**config.mk**
```make
export PLATFORM = sky130hd
export DESIGN_NAME = bit4_up_counter
export DESIGN_NICKNAME = d
export VERILOG_FILES = /design/src/rtl/bit4_up_counter_pkg.sv /design/src/rtl/bit4_up_counter_next.sv /design/src/rtl/bit4_up_counter.sv
export SDC_FILE = /design/constraint.sdc
export NUM_CORES = 1
export LEC_CHECK = 0
export ABC_AREA = 1
export BUFFER_PORTS_ARGS = -buffer_cell sky130_fd_sc_hd__buf_4
export CAP_MARGIN = 10
export CORE_AREA = 8 8 45 47
export DETAILED_ROUTE_END_ITERATION = 6
export DIE_AREA = 0 0 53 55
export PLACE_DENSITY = 0.51
export SYNTH_ARGS = -nofsm -noshare
export SYNTH_HDL_FRONTEND = slang
export SYNTH_SLANG_ARGS = --single-unit
```
**constraint.sdc**
```tcl
create_clock -name clk -period 2.4 [get_ports clk]
set_input_delay 0.24 -clock clk [delete_from_list [all_inputs] [get_ports clk]]
set_output_delay 0.24 -clock clk [all_outputs]
set_load 0.05 [all_outputs]
```
**src/rtl/bit4_up_counter_pkg.sv**
```systemverilog
// Shared constants and next-state operation encoding for the bit4_up_counter slice.
// The operation selector captures the load > count > hold priority in one place.
package bit4_up_counter_pkg;

  localparam int COUNT_W = 4;

  typedef enum logic [1:0] {
    OP_HOLD = 2'd0,
    OP_LOAD = 2'd1,
    OP_INC  = 2'd2,
    OP_DEC  = 2'd3
  } count_op_t;

  // Load always wins; direction only matters when the count enable is active.
  function automatic count_op_t select_op(input logic loaden,
                                          input logic clken,
                                          input logic up);
    count_op_t op;
    op = OP_HOLD;
    if (loaden) begin
      op = OP_LOAD;
    end else if (clken) begin
      op = up ? OP_INC : OP_DEC;
    end
    return op;
  endfunction

endpackage

```
**src/rtl/bit4_up_counter_next.sv**
```systemverilog
// Combinational next-count logic: load / increment / decrement / hold mux.
// Arithmetic wraps naturally at the register width.
module bit4_up_counter_next
  import bit4_up_counter_pkg::*;
#(
  parameter int WIDTH = COUNT_W
) (
  input  logic [WIDTH-1:0] count,
  input  logic [WIDTH-1:0] load,
  input  logic             loaden,
  input  logic             clken,
  input  logic             up,
  output logic [WIDTH-1:0] count_next
);

  count_op_t op;

  always_comb begin
    op         = select_op(loaden, clken, up);
    count_next = count;
    case (op)
      OP_LOAD: count_next = load;
      OP_INC:  count_next = count + WIDTH'(1);
      OP_DEC:  count_next = count - WIDTH'(1);
      default: count_next = count;
    endcase
  end

endmodule

```
**src/rtl/bit4_up_counter.sv**
```systemverilog
// Four-bit up/down counter with synchronous parallel load and count enable.
// Holds only the count register; the output is driven straight from it.
module bit4_up_counter
  import bit4_up_counter_pkg::*;
#(
  parameter int WIDTH = COUNT_W
) (
  input  logic             clk,
  input  logic             reset,
  input  logic [WIDTH-1:0] load,
  input  logic             loaden,
  input  logic             clken,
  input  logic             up,
  output logic [WIDTH-1:0] countout
);

  logic [WIDTH-1:0] count;
  logic [WIDTH-1:0] count_next;

  bit4_up_counter_next #(
    .WIDTH(WIDTH)
  ) u_next (
    .count      (count),
    .load       (load),
    .loaden     (loaden),
    .clken      (clken),
    .up         (up),
    .count_next (count_next)
  );

  // The port is named reset but is active-low, so any pending load is dropped at once.
  always_ff @(posedge clk or negedge reset) begin
    if (!reset) begin
      count <= '0;
    end else begin
      count <= count_next;
    end
  end

  assign countout = count;

endmodule

```
== Word-level counts from Yosys, hierarchy flattened ==
Cells that the tools add are included.

* Bits of input ports: 9
* Word-level logic and storage cells: 11
* Memories kept: 0
* Register bits after elaboration: 4
* Memory bits (read-only): 0
* Bits in writable memories: 0
* Latch bits: 0

* Multiply operators: 0
* Shift operators: 0
* Reductions and logical operators: 1
* Mux-type cells: 4
* Eq/ne operators: 3
* $add $sub $neg: 2
* Magnitude comparators: 0
* Divide/modulo/power cells: 0
* Bitwise operators: 0

{| class="wikitable"
|+ Operators by type and width
! operator !! count
|-
| one-hot mux 4 bit (3 select lines) || 1
|-
| adder 4 x 1 -> 4 bit (second input constant) || 1
|-
| == test 2 bit (second input constant) || 2
|-
| 2-to-1 mux 2 bit || 2
|-
| subtractor 4 x 1 -> 4 bit (second input constant) || 1
|-
| nonzero test 3 bit || 1
|-
| == test 2 x 1 -> 1 bit (second input constant) || 1
|-
| 2-to-1 mux 1 bit || 1
|}

== Logic depth before layout (Yosys ltp) ==
Gate-level depths: netlist of the first run.

* Depth after elaboration: 5
* Depth in mapped cells: 10

== Cells and area by module ==
From an unflattened synthesis of the first run, not the netlist that was laid out.

* Cell total of the unflattened synthesis: 52
* Area, all modules: 339.1 um^2

{| class="wikitable"
|+ Modules (own cells, without submodules)
! module !! area each (um^2) !! instances !! sequential area each (um^2) !! cells an instance
|-
| bit4_up_counter_next || 239.0 || 1 || 0.0 || 48
|-
| bit4_up_counter || 100.1 || 1 || 100.1 || 4
|}

== Least setup slack after synthesis of the first run ==
Ideal clock, no wire load.

* Kind: reg2reg
* Start point: register count[1] (netlist: countout[1])
* End point: register count[2] (netlist: countout[2])
* Path slack: 0.753 ns
* Required time: 2.272 ns
* Data arrival time: 1.519 ns
* Period minus slack after synthesis: 1.647 ns
* Buffers on the path: 0
* Stages on the path, launching flop included: 8
* Path through: dfrtp_1 nand4_1 nand2_1 inv_1 ha_1 a21oi_2 xnor2_1 o21ai_1

* Cells in the longest elaborated chain, start to end: 2

{| class="wikitable"
|+ Ends and longest elaborated chain
! element !! line !! text
|-
| from (decl) || bit4_up_counter.sv:17 || <nowiki>logic [WIDTH-1:0] count;</nowiki>
|-
| from (signal assigned) || bit4_up_counter.sv:36 || <nowiki>count <= count_next;</nowiki>
|-
| subtractor 4 x 1 -> 4 bit / adder 4 x 1 -> 4 bit (equally long branches) || bit4_up_counter_next.sv:24, bit4_up_counter_next.sv:23 ||
|-
| one-hot mux 4 bit (3 select lines) (*) || bit4_up_counter_next.sv:21 || <nowiki>case (op)</nowiki>
|}

Mark *: on every way between the ends. The rest lies on a longest branch, timed or not.
A chain may end at the register's enable or synchronous reset.

== Final worst setup path of the first run ==
Ends and elaborated chain as after synthesis.

==> results.toml, run 1 <==
[die]
core-area_um2 = 1384
rows = 14
ios = 13
die_y_um = 55
die_area_um2 = 2915
die_w_um = 53
start_util_pct = 24.95

[timing]
setup_tns_ns = 0
slew_headroom_pct = 81.58
hold_viol_final = 0
rsz0062_at_grt = "false"
finalCriticalPeriod_ns = 1.416
post-route-period-util_pct = 58.99
max_slew.worst_pin.slew_ns = 0.2753
clock-skew-final_ns = 0.001675
final-setup-viol-count = 0
fmax_mhz = 706.3
slew_viol_final = 0

[logic_synthesis]
synth_common_cells = "nand2_1 (10), inv_1 (9), dfrtp_1 (4), nand3_1 (4), nand2_2 (3)"
synth_xor_area_share_pct = 5.072
synth-simple-area-share_pct = 38.77
yosysWarnings = 0
synth_fa_ha_area_share_pct = 3.623
syn-num-nets = 57
synthArstFlopShare_pct = 100.0
synthCells = 47
synth_top_family_by_area = "simple AND/OR/NAND/NOR gates"
synth_compound_area_share_pct = 12.68
syn_avg_cell_area_um2 = 7.347
ys_types = 19
yosysSeqAreaShare_pct = 28.99
netlist_area_um2 = 345.3
yosys-top-cells-area = "dfrtp_1 (29%), nand2_1 (11%), inv_1 (9.8%)"
synthMuxAreaShare_pct = 0
synth-main-ff-cell = "dfrtp_1"
synth_edf_count = 0
yosysMostFrequentCell = "nand2_1"
ys_seq_elements = 4
synth_top_cell_area_share_pct = 28.99
synth_top_area_cell = "dfrtp_1"

[drt]
routedWlPerCell_um = 9.975
ant_nets = 0
wl_um = 788
vias_per_cell = 4.177
first_pass_iters = 4
vias = 330
drcViolationCount = 0
drtIter0Drc = 3

[grt]
grt_pass1_vias = 335
grt_antenna_before_repair = 0
grt_max_degree = 7
grt_use_total_pct = 6.353
grt-ovfl-total = 0
grt_pass1_wl_um = 1345

[run]
maxCapViolCount = 0

[critical_path]
r2r-start = "countout[1]"
crit_path_top_delay_cell = "dfrtp_1"
crit_fanout = 5
critPathMaxStageDelay_ns = 0.43
crit_type = "reg -> reg"
r2r-end = "countout[2]"
required_ns = 2.51
crit_path_start = "countout[1]"
start_kind = "flip-flop"
reg2reg_slack_ns = 0.98
cp.arrival_ns = 1.53
critPathCaptureType = "flip-flop"
cp_cell_sequence = "nand4_1 -> nand2_1 -> inv_1 -> ha_1 -> a21oi_2 -> xnor2_1 -> o21ai_1"
reg2reg_depth = 7

[cells_and_area]
antenna_cells = 0
postLayoutCellArea_um2 = 488.0
finalNonFillerCells = 79
drive_gt1_share_pct = 38.10
largest_reg_flops = 4
nFillCells = 143
nNetsFinal = 75
syn2layout_area_growth_pct = 41.30

[min_path]
hp-start = "load[0]"
min_to = "countout[0]"
hp-class = "in -> reg"
hold_depth = 3

[pwr]
leakage_nw = 0.2713
power_uw = 286.3
power.density_nw_per_um2 = 586.8
irDropWorstVdd_mv = 0.2343

[cts]
clk_pin_slew_worst_paths_ns = 0.04
htreeDepth = 1
cts-resized-gates = 0
cts_tree = "yes"
clk_latency_ns = 0.23
postCtsHoldBufs = 1
postCtsSetupBuffers = 0
cts_buffers = 3
clockBufferDepth = 2
cts_sinks = 4
cts_root_buffer = "clkbuf_4"

[placed_design]
gp_congestion = 0.7240
dpl.hpwl_um = 684.5
port_buffers = 12
post_dp_cell_area_um2 = 455.4
dp.cells = 75

[status]
status = "finished clean"
## worst max-delay path, delay by kind of cell, from the launching register on
| kind | cells | cell delay [ns] |
|---|---|---|
| xor+xnor | 1 | 0.13 |
| simple gates | 2 | 0.32 |
| fa+ha+maj | 1 | 0.18 |
| flops | 1 | 0.43 |
| buf+inv | 1 | 0.05 |
| compound gates | 2 | 0.18 |
## kinds of logic after synthesis
| family | Yosys count |
|---|---|
| buf+inv | 10 |
| xor+xnor | 2 |
| fa+ha+maj | 1 |
| flops | 4 |
| simple gates | 24 |
| compound gates | 6 |
## worst max-delay path by stage
stage,to
after global placement,countout[2]
after floorplan,countout[2]
after detailed placement,countout[2]
final,countout[2]
after global routing,countout[2]
after CTS,countout[2]
## power breakdown
part,switching (mW),internal (mW)
Combinational,0.0716,0.0446
Clock,0.0253,0.0558
Sequential,0.0125,0.0766
## layer usage
| metal | GRT usage (%) | share of wire, % | wire length [um] |
|---|---|---|---|
| met1 | 5.963 | 42 | 328 |
| met2 | 10.74 | 52 | 410 |
| met3 | 1.872 | 6.3 | 50 |
| met4 | 6.466 | 0 | 0 |
| met5 | 0 | 0 | 0 |
## area by class of cell
type	instances	area [um^2]	share of cell area, %
Multi-Input combinational cell	33	207.7	42.56
Sequential cell	4	100.1	20.51
Timing Repair Buffer	13	100.1	20.51
Inverter	10	37.54	7.692
Clock buffer	3	22.52	4.615
Tap cell	16	20.02	4.103
## layout by cell type (no fill, tap or decap), drive strengths merged
cell type,instances
nand2,15
buf,12
inv,10
nand3,5
dfrtp,4
clkbuf,3
nor2,3
a22oi,2
nand4,1
o211ai,1
a21oi,1
xnor2,1
o21ai,1
o21bai,1
xor2,1
ha,1
dlygate4sd3,1
## per-stage QoR
| stage | setup WS (ns) | hold slack [ns] | utilization (%) |
|---|---|---|---|
| after floorplan | 0.7530 | -0.05559 | - |
| after global placement | 0.9759 | 0.04030 | 32.91 |
| after detailed placement | 0.9806 | 0.03869 | 32.91 |
| after CTS | 0.9732 | 0.2347 | 35.26 |
| after global routing | 0.8432 | 0.2542 | 35.26 |
| final | 0.9842 | 0.2398 | 35.26 |
(Power assumes the default switching activity.)
==> inputs of run 2 (changes only) <==
--- a/config.mk
+++ b/config.mk
@@ -11,7 +11,7 @@
 export CORE_AREA = 8 8 45 47
 export DETAILED_ROUTE_END_ITERATION = 6
 export DIE_AREA = 0 0 53 55
-export PLACE_DENSITY = 0.51
+export PLACE_DENSITY = 0.52
 export SYNTH_ARGS = -nofsm -noshare
 export SYNTH_HDL_FRONTEND = slang
 export SYNTH_SLANG_ARGS = --single-unit
==> constraint.sdc (replaced) <==
create_clock -name clk -period 1.2 [get_ports clk]
set_input_delay 0.12 -clock clk [delete_from_list [all_inputs] [get_ports clk]]
set_output_delay 0.12 -clock clk [all_outputs]
set_load 0.05 [all_outputs]
==> run 2 against run 1 <==
Net effect: the flow now finishes with violations (setup timing); via count grew 15%; routed wire length grew 10%; worst setup slack lost 1.0 ns; non-clock buffer count grew 6; critical endpoint unchanged; global-route usage grew 0.55 points; cell count grew 8.9%; hold slack lost 0.13 ns; highest routed layer unchanged; design area grew 17%; core utilization grew 6.0 points; critical path depth grew 1; maximum frequency grew 13%.
==> results.toml, run 2 (synthesized netlist as in run 1, its figures left out) <==
[grt]
grt_pass1_vias = 398
grtUsageMet1_pct = 5.963
busiest_layer = "met2"
met2_usage_pct = 13.28
grt_pass1_wl_um = 1490
grt_max_degree = 7
grt-ovfl-total = 0
met3_usage_pct = 1.872
grt_antenna_before_repair = 0
grt_use_total_pct = 6.900

[pwr]
internal_power_uw = 403.7
switching_share_pct = 37.60
pwr-share-seq_pct = 28.2
power.density_nw_per_um2 = 1134
p_switching_uw = 243.3
power_uw = 647.0
pwr-share-comb_pct = 43.7
irDropWorstVdd_mv = 0.5426
clockPowerShare_pct = 28.2
leakage_nw = 0.3018

[critical_path]
r2r-start = "countout[1]"
crit_fanout = 4
start_kind = "flip-flop"
reg2reg_depth = 8
critPathCaptureType = "flip-flop"
required_ns = 1.31
reg2reg_slack_ns = -0.05
crit_type = "reg -> reg"
cp.arrival_ns = 1.37
r2r-end = "countout[2]"

[placed_design]
pre_cts_ws_ns = -0.08882
port_buffers = 12
dpl.hpwl_um = 758.6
gp_congestion = 0.7915

[cells_and_area]
antenna_cells = 0
multiInputGateArea_um2 = 237.7
layout_commonest_cell = "buf_4"
layout_common_cells = "buf_4 (18), inv_1 (8), nand2_1 (7), nand2_2 (6)"
drive_gt1_share_pct = 57.14
seq_area_um2 = 103.9
syn2layout_area_growth_pct = 65.22
final_util_pct = 41.23
largest_reg_flops = 4
nFillCells = 152
nNetsFinal = 81

[die]
ios = 13
die_w_um = 53
die_y_um = 55
die_area_um2 = 2915
start_util_pct = 24.95
core-area_um2 = 1384
rows = 14

[cts]
htreeDepth = 1
cts_sinks = 4
clk_latency_ns = 0.23
cts_root_buffer = "clkbuf_4"
postCtsSetupBuffers = 0
cts_tree = "yes"
clockBufferDepth = 2
cts_buffers = 3
clk_pin_slew_worst_paths_ns = 0.04

[timing]
clock-skew-final_ns = 0.002793
post-route-period-util_pct = 104.6
fmax_mhz = 797.0
slew_viol_final = 0
final-setup-viol-count = 1
hold_viol_final = 0
setup_tns_ns = -0.05477
finalWorstSetupSlack_ns = -0.05477
finalCriticalPeriod_ns = 1.255
max_slew.worst_pin.slew_ns = 0.2542
rsz0062_at_grt = "true"
slew_headroom_pct = 82.99

[min_path]
min_to = "countout[1]"
hp-class = "in -> reg"
hp-start = "load[1]"
hold_depth = 3

[drt]
drtIter0Drc = 3
drcViolationCount = 0
routedWlPerCell_um = 10.09
vias_per_cell = 4.430
wl_um = 868
first_pass_iters = 2
vias = 381
ant_nets = 0

[status]
status = "complete, but fails checks"
violations = "setup timing"

[run]
maxCapViolCount = 0
==> run 2: layer usage <==
layer	wire, um	vias up
li1	-	196
met1	351	180
met2	480	5
met3	36	0
met4	0	0
met5	0	-
==> run 2: worst max path at each step <==
stage | from | slack, ns | depth (start not counted) | to
floorplan | countout[1] | -0.25 | 7 | countout[2]
global placement | countout[1] | -0.09 | 7 | countout[2]
detailed placement | countout[1] | -0.09 | 8 | countout[2]
CTS | countout[1] | -0.07 | 8 | countout[2]
global route | countout[1] | -0.17 | 7 | countout[2]
finish | countout[1] | -0.05 | 8 | countout[2]
==> run 2: cell type report <==
class | count | share of cell area [%]
repair buffers | 19 | 25.44
multi-input cells | 33 | 41.67
clock buffers | 4 | 4.605
inverters | 10 | 6.579
flip-flops and latches | 4 | 18.20
well taps | 16 | 3.509
==> run 2: timing repair <==
action / in CTS / in global routing
hold buffers: 1 / 0
endpoints found under the setup margin: 1 / 3
resized for setup: 2 / 3
pin swaps: 1 / 5
endpoints found under the hold margin: 4 / 0
==> run 2: power by group through the flow <==
| stage | sequential, mW | clock (mW) | combinational, mW |
|---|---|---|---|
| global placement | 0.185 | 0 | 0.269 |
| detailed placement | 0.184 | 0 | 0.270 |
| CTS | 0.182 | 0.194 | 0.277 |
| floorplan | 0.243 | 0 | 0.103 |
| finish | 0.182 | 0.182 | 0.283 |
| global route | 0.186 | 0.214 | 0.310 |
==> run 2: critical path, cell delays in order, from the launching register on <==
cell     delay, ns
dfrtp_2       0.42
inv_1         0.07
nand2_2       0.06
nand2_2       0.08
inv_2         0.04
ha_4          0.14
a21oi_2       0.11
xnor2_1       0.13
o21ai_1       0.08
==> run 2: metrics by stage <==
step,std cells,hold slack (ns),area [um^2]
after floorplan,47,-0.1756,361.6
after global placement,81,-0.08316,516.7
after detailed placement,81,-0.08233,516.7
after CTS,86,0.1098,558.0
after global routing,86,0.1108,570.5
final,86,0.1140,570.5
==> inputs of run 3 (changes only) <==
--- a/config.mk
+++ b/config.mk
@@ -5,13 +5,12 @@
 export SDC_FILE = /design/constraint.sdc
 export NUM_CORES = 1
 export LEC_CHECK = 0
-export ABC_AREA = 1
 export BUFFER_PORTS_ARGS = -buffer_cell sky130_fd_sc_hd__buf_4
 export CAP_MARGIN = 10
 export CORE_AREA = 8 8 45 47
 export DETAILED_ROUTE_END_ITERATION = 6
 export DIE_AREA = 0 0 53 55
-export PLACE_DENSITY = 0.52
+export PLACE_DENSITY = 0.44
 export SYNTH_ARGS = -nofsm -noshare
 export SYNTH_HDL_FRONTEND = slang
 export SYNTH_SLANG_ARGS = --single-unit
==> run 3 against run 2 <==
Net effect: largest cell class unchanged; critical endpoint is now countout[3]; cell count down 24%; the run still ends with setup timing left; die area unchanged; non-clock buffer count up 2.
==> results.toml, run 3 <==
[timing]
rsz0062_at_grt = "true"
fmax_mhz = 651.5
final-setup-viol-count = 2
slew_viol_final = 0
finalWorstSetupSlack_ns = -0.3349
max_slew.worst_pin.slew_ns = 0.1659
post-route-period-util_pct = 127.9
slew_headroom_pct = 88.62
setup_tns_ns = -0.6093
finalCriticalPeriod_ns = 1.535
hold_viol_final = 0
clock-skew-final_ns = 0.006406

[drt]
drcViolationCount = 0
drtIter0Drc = 0
vias_per_cell = 4.154
routedWlPerCell_um = 11.32
first_pass_iters = 1
vias = 270
ant_nets = 0
wl_um = 736

[critical_path]
start_kind = "flip-flop"
reg2reg_depth = 4
crit_type = "reg -> reg"
crit_fanout = 2
r2r-start = "countout[0]"
required_ns = 1.31
r2r-end = "countout[3]"
cp.arrival_ns = 1.65
reg2reg_slack_ns = -0.33
critPathCaptureType = "flip-flop"

[die]
ios = 13
die_y_um = 55
start_util_pct = 17.90
die_w_um = 53
core-area_um2 = 1384
rows = 14
die_area_um2 = 2915

[logic_synthesis]
synthArstFlopShare_pct = 100.0
synth_edf_count = 0
yosysMostFrequentCell = "dfrtp_1"
synth_common_cells = "dfrtp_1 (4), nand2_1 (3), o21ai_0 (3), xnor2_1 (3)"
synthCells = 24
syn_avg_cell_area_um2 = 10.32
syn-num-nets = 34
yosysSeqAreaShare_pct = 40.40
ys_seq_elements = 4
synth_top_cell_area_share_pct = 40.40
yosysWarnings = 0
netlist_area_um2 = 247.7
synth_top_area_cell = "dfrtp_1"
yosys-top-cells-area = "dfrtp_1 (40%), xnor2_1 (11%), mux2_2 (9.1%)"
ys_types = 13
synth-main-ff-cell = "dfrtp_1"

[min_path]
hp-start = "load[1]"
hold_depth = 3
min_to = "countout[1]"
hp-class = "in -> reg"

[cts]
clockBufferDepth = 2
cts_buffers = 3
cts_sinks = 4
cts_root_buffer = "clkbuf_4"
htreeDepth = 1
cts_tree = "yes"
clk_pin_slew_worst_paths_ns = 0.04
clk_latency_ns = 0.24

[pwr]
power.density_nw_per_um2 = 1349
power_uw = 651.7
leakage_nw = 0.2258
irDropWorstVdd_mv = 0.5454

[cells_and_area]
nFillCells = 150
drive_gt1_share_pct = 67.35
nNetsFinal = 60
layout_common_cells = "buf_4 (19), nand2_1 (3), clkbuf_4 (3), dfrtp_2 (3)"
syn2layout_area_growth_pct = 94.95
antenna_cells = 0
largest_reg_flops = 4
layout_commonest_cell = "buf_4"

[placed_design]
port_buffers = 12
dpl.hpwl_um = 593.2
gp_congestion = 0.6469

[grt]
grt_antenna_before_repair = 0
grt_max_degree = 7
grt-ovfl-total = 0
grt_pass1_vias = 315
grt_use_total_pct = 6.027
grt_pass1_wl_um = 1269

[status]
violations = "setup timing"
status = "complete, but fails checks"

[run]
maxCapViolCount = 0
## run 3: cell families after synthesis
logic type	synth area share, %
and+or+nand+nor	17.17
xor gates and xnor gates	14.14
muxes	17.17
DFF	40.41
AOI/OAI and AO/OA	6.059
adders and majority gates	5.050
## run 3: power breakdown
part,switching (mW),total (mW),leakage [nW],internal [mW]
Combinational,0.156,0.293,0.167,0.138
Clock,0.0577,0.183,0.0150,0.125
Sequential,0.0157,0.176,0.0442,0.160
## run 3: worst max path at each step
stage | endpoint | from | depth (start not counted)
floorplan | countout[3] | countout[2] | 4
global placement | countout[2] | loaden | 9
detailed placement | countout[2] | loaden | 9
CTS | countout[3] | countout[0] | 4
global route | countout[3] | countout[0] | 4
finish | countout[3] | countout[0] | 4
## run 3: area by class of cell
cell class	instances	area [um^2]	share of cell area, %
repair buffers	21	163.9	33.94
flip-flops and latches	4	103.9	21.50
multi-input cells	20	168.9	34.97
clock buffers	4	26.28	5.440
well taps	16	20.02	4.145
## run 3: metrics by stage
step	cell area, um^2	cells	setup slack, ns	hold slack (ns)	utilization [%]
after floorplan	251.5	24	-0.4655	-0.1756	-
after global placement	414.1	59	-0.3980	-0.08220	29.93
after detailed placement	414.1	59	-0.4169	-0.08154	29.93
after CTS	459.2	64	-0.3590	0.09044	33.18
after global routing	483.0	65	-0.4095	0.09447	34.90
final	483.0	65	-0.3349	0.09744	34.90
## run 3: repair_timing
action / in CTS / in global routing
resized for setup: 3 / 4
hold buffers: 1 / 0
buffers inserted: 0 / 1
setup endpoints to repair: 2 / 3
hold endpoints to repair: 4 / 0
pin swaps: 2 / 5
## run 3: worst max-delay path, stage by stage, from the launching register on
cell	delay, ns
dfrtp_2	0.40
or4b_1	0.49
mux2i_1	0.18
xor2_1	0.09
mux2_2	0.25
## run 3: metal layers
layer  GRT usage (%)  vias to the layer above  part of all wire [%]
met4           5.172                        0                     0
met1           6.891                      123                    41
li1                -                      136                     -
met3           2.941                        0                    14
met2           8.203                       11                    45
met5               0                        -                     0
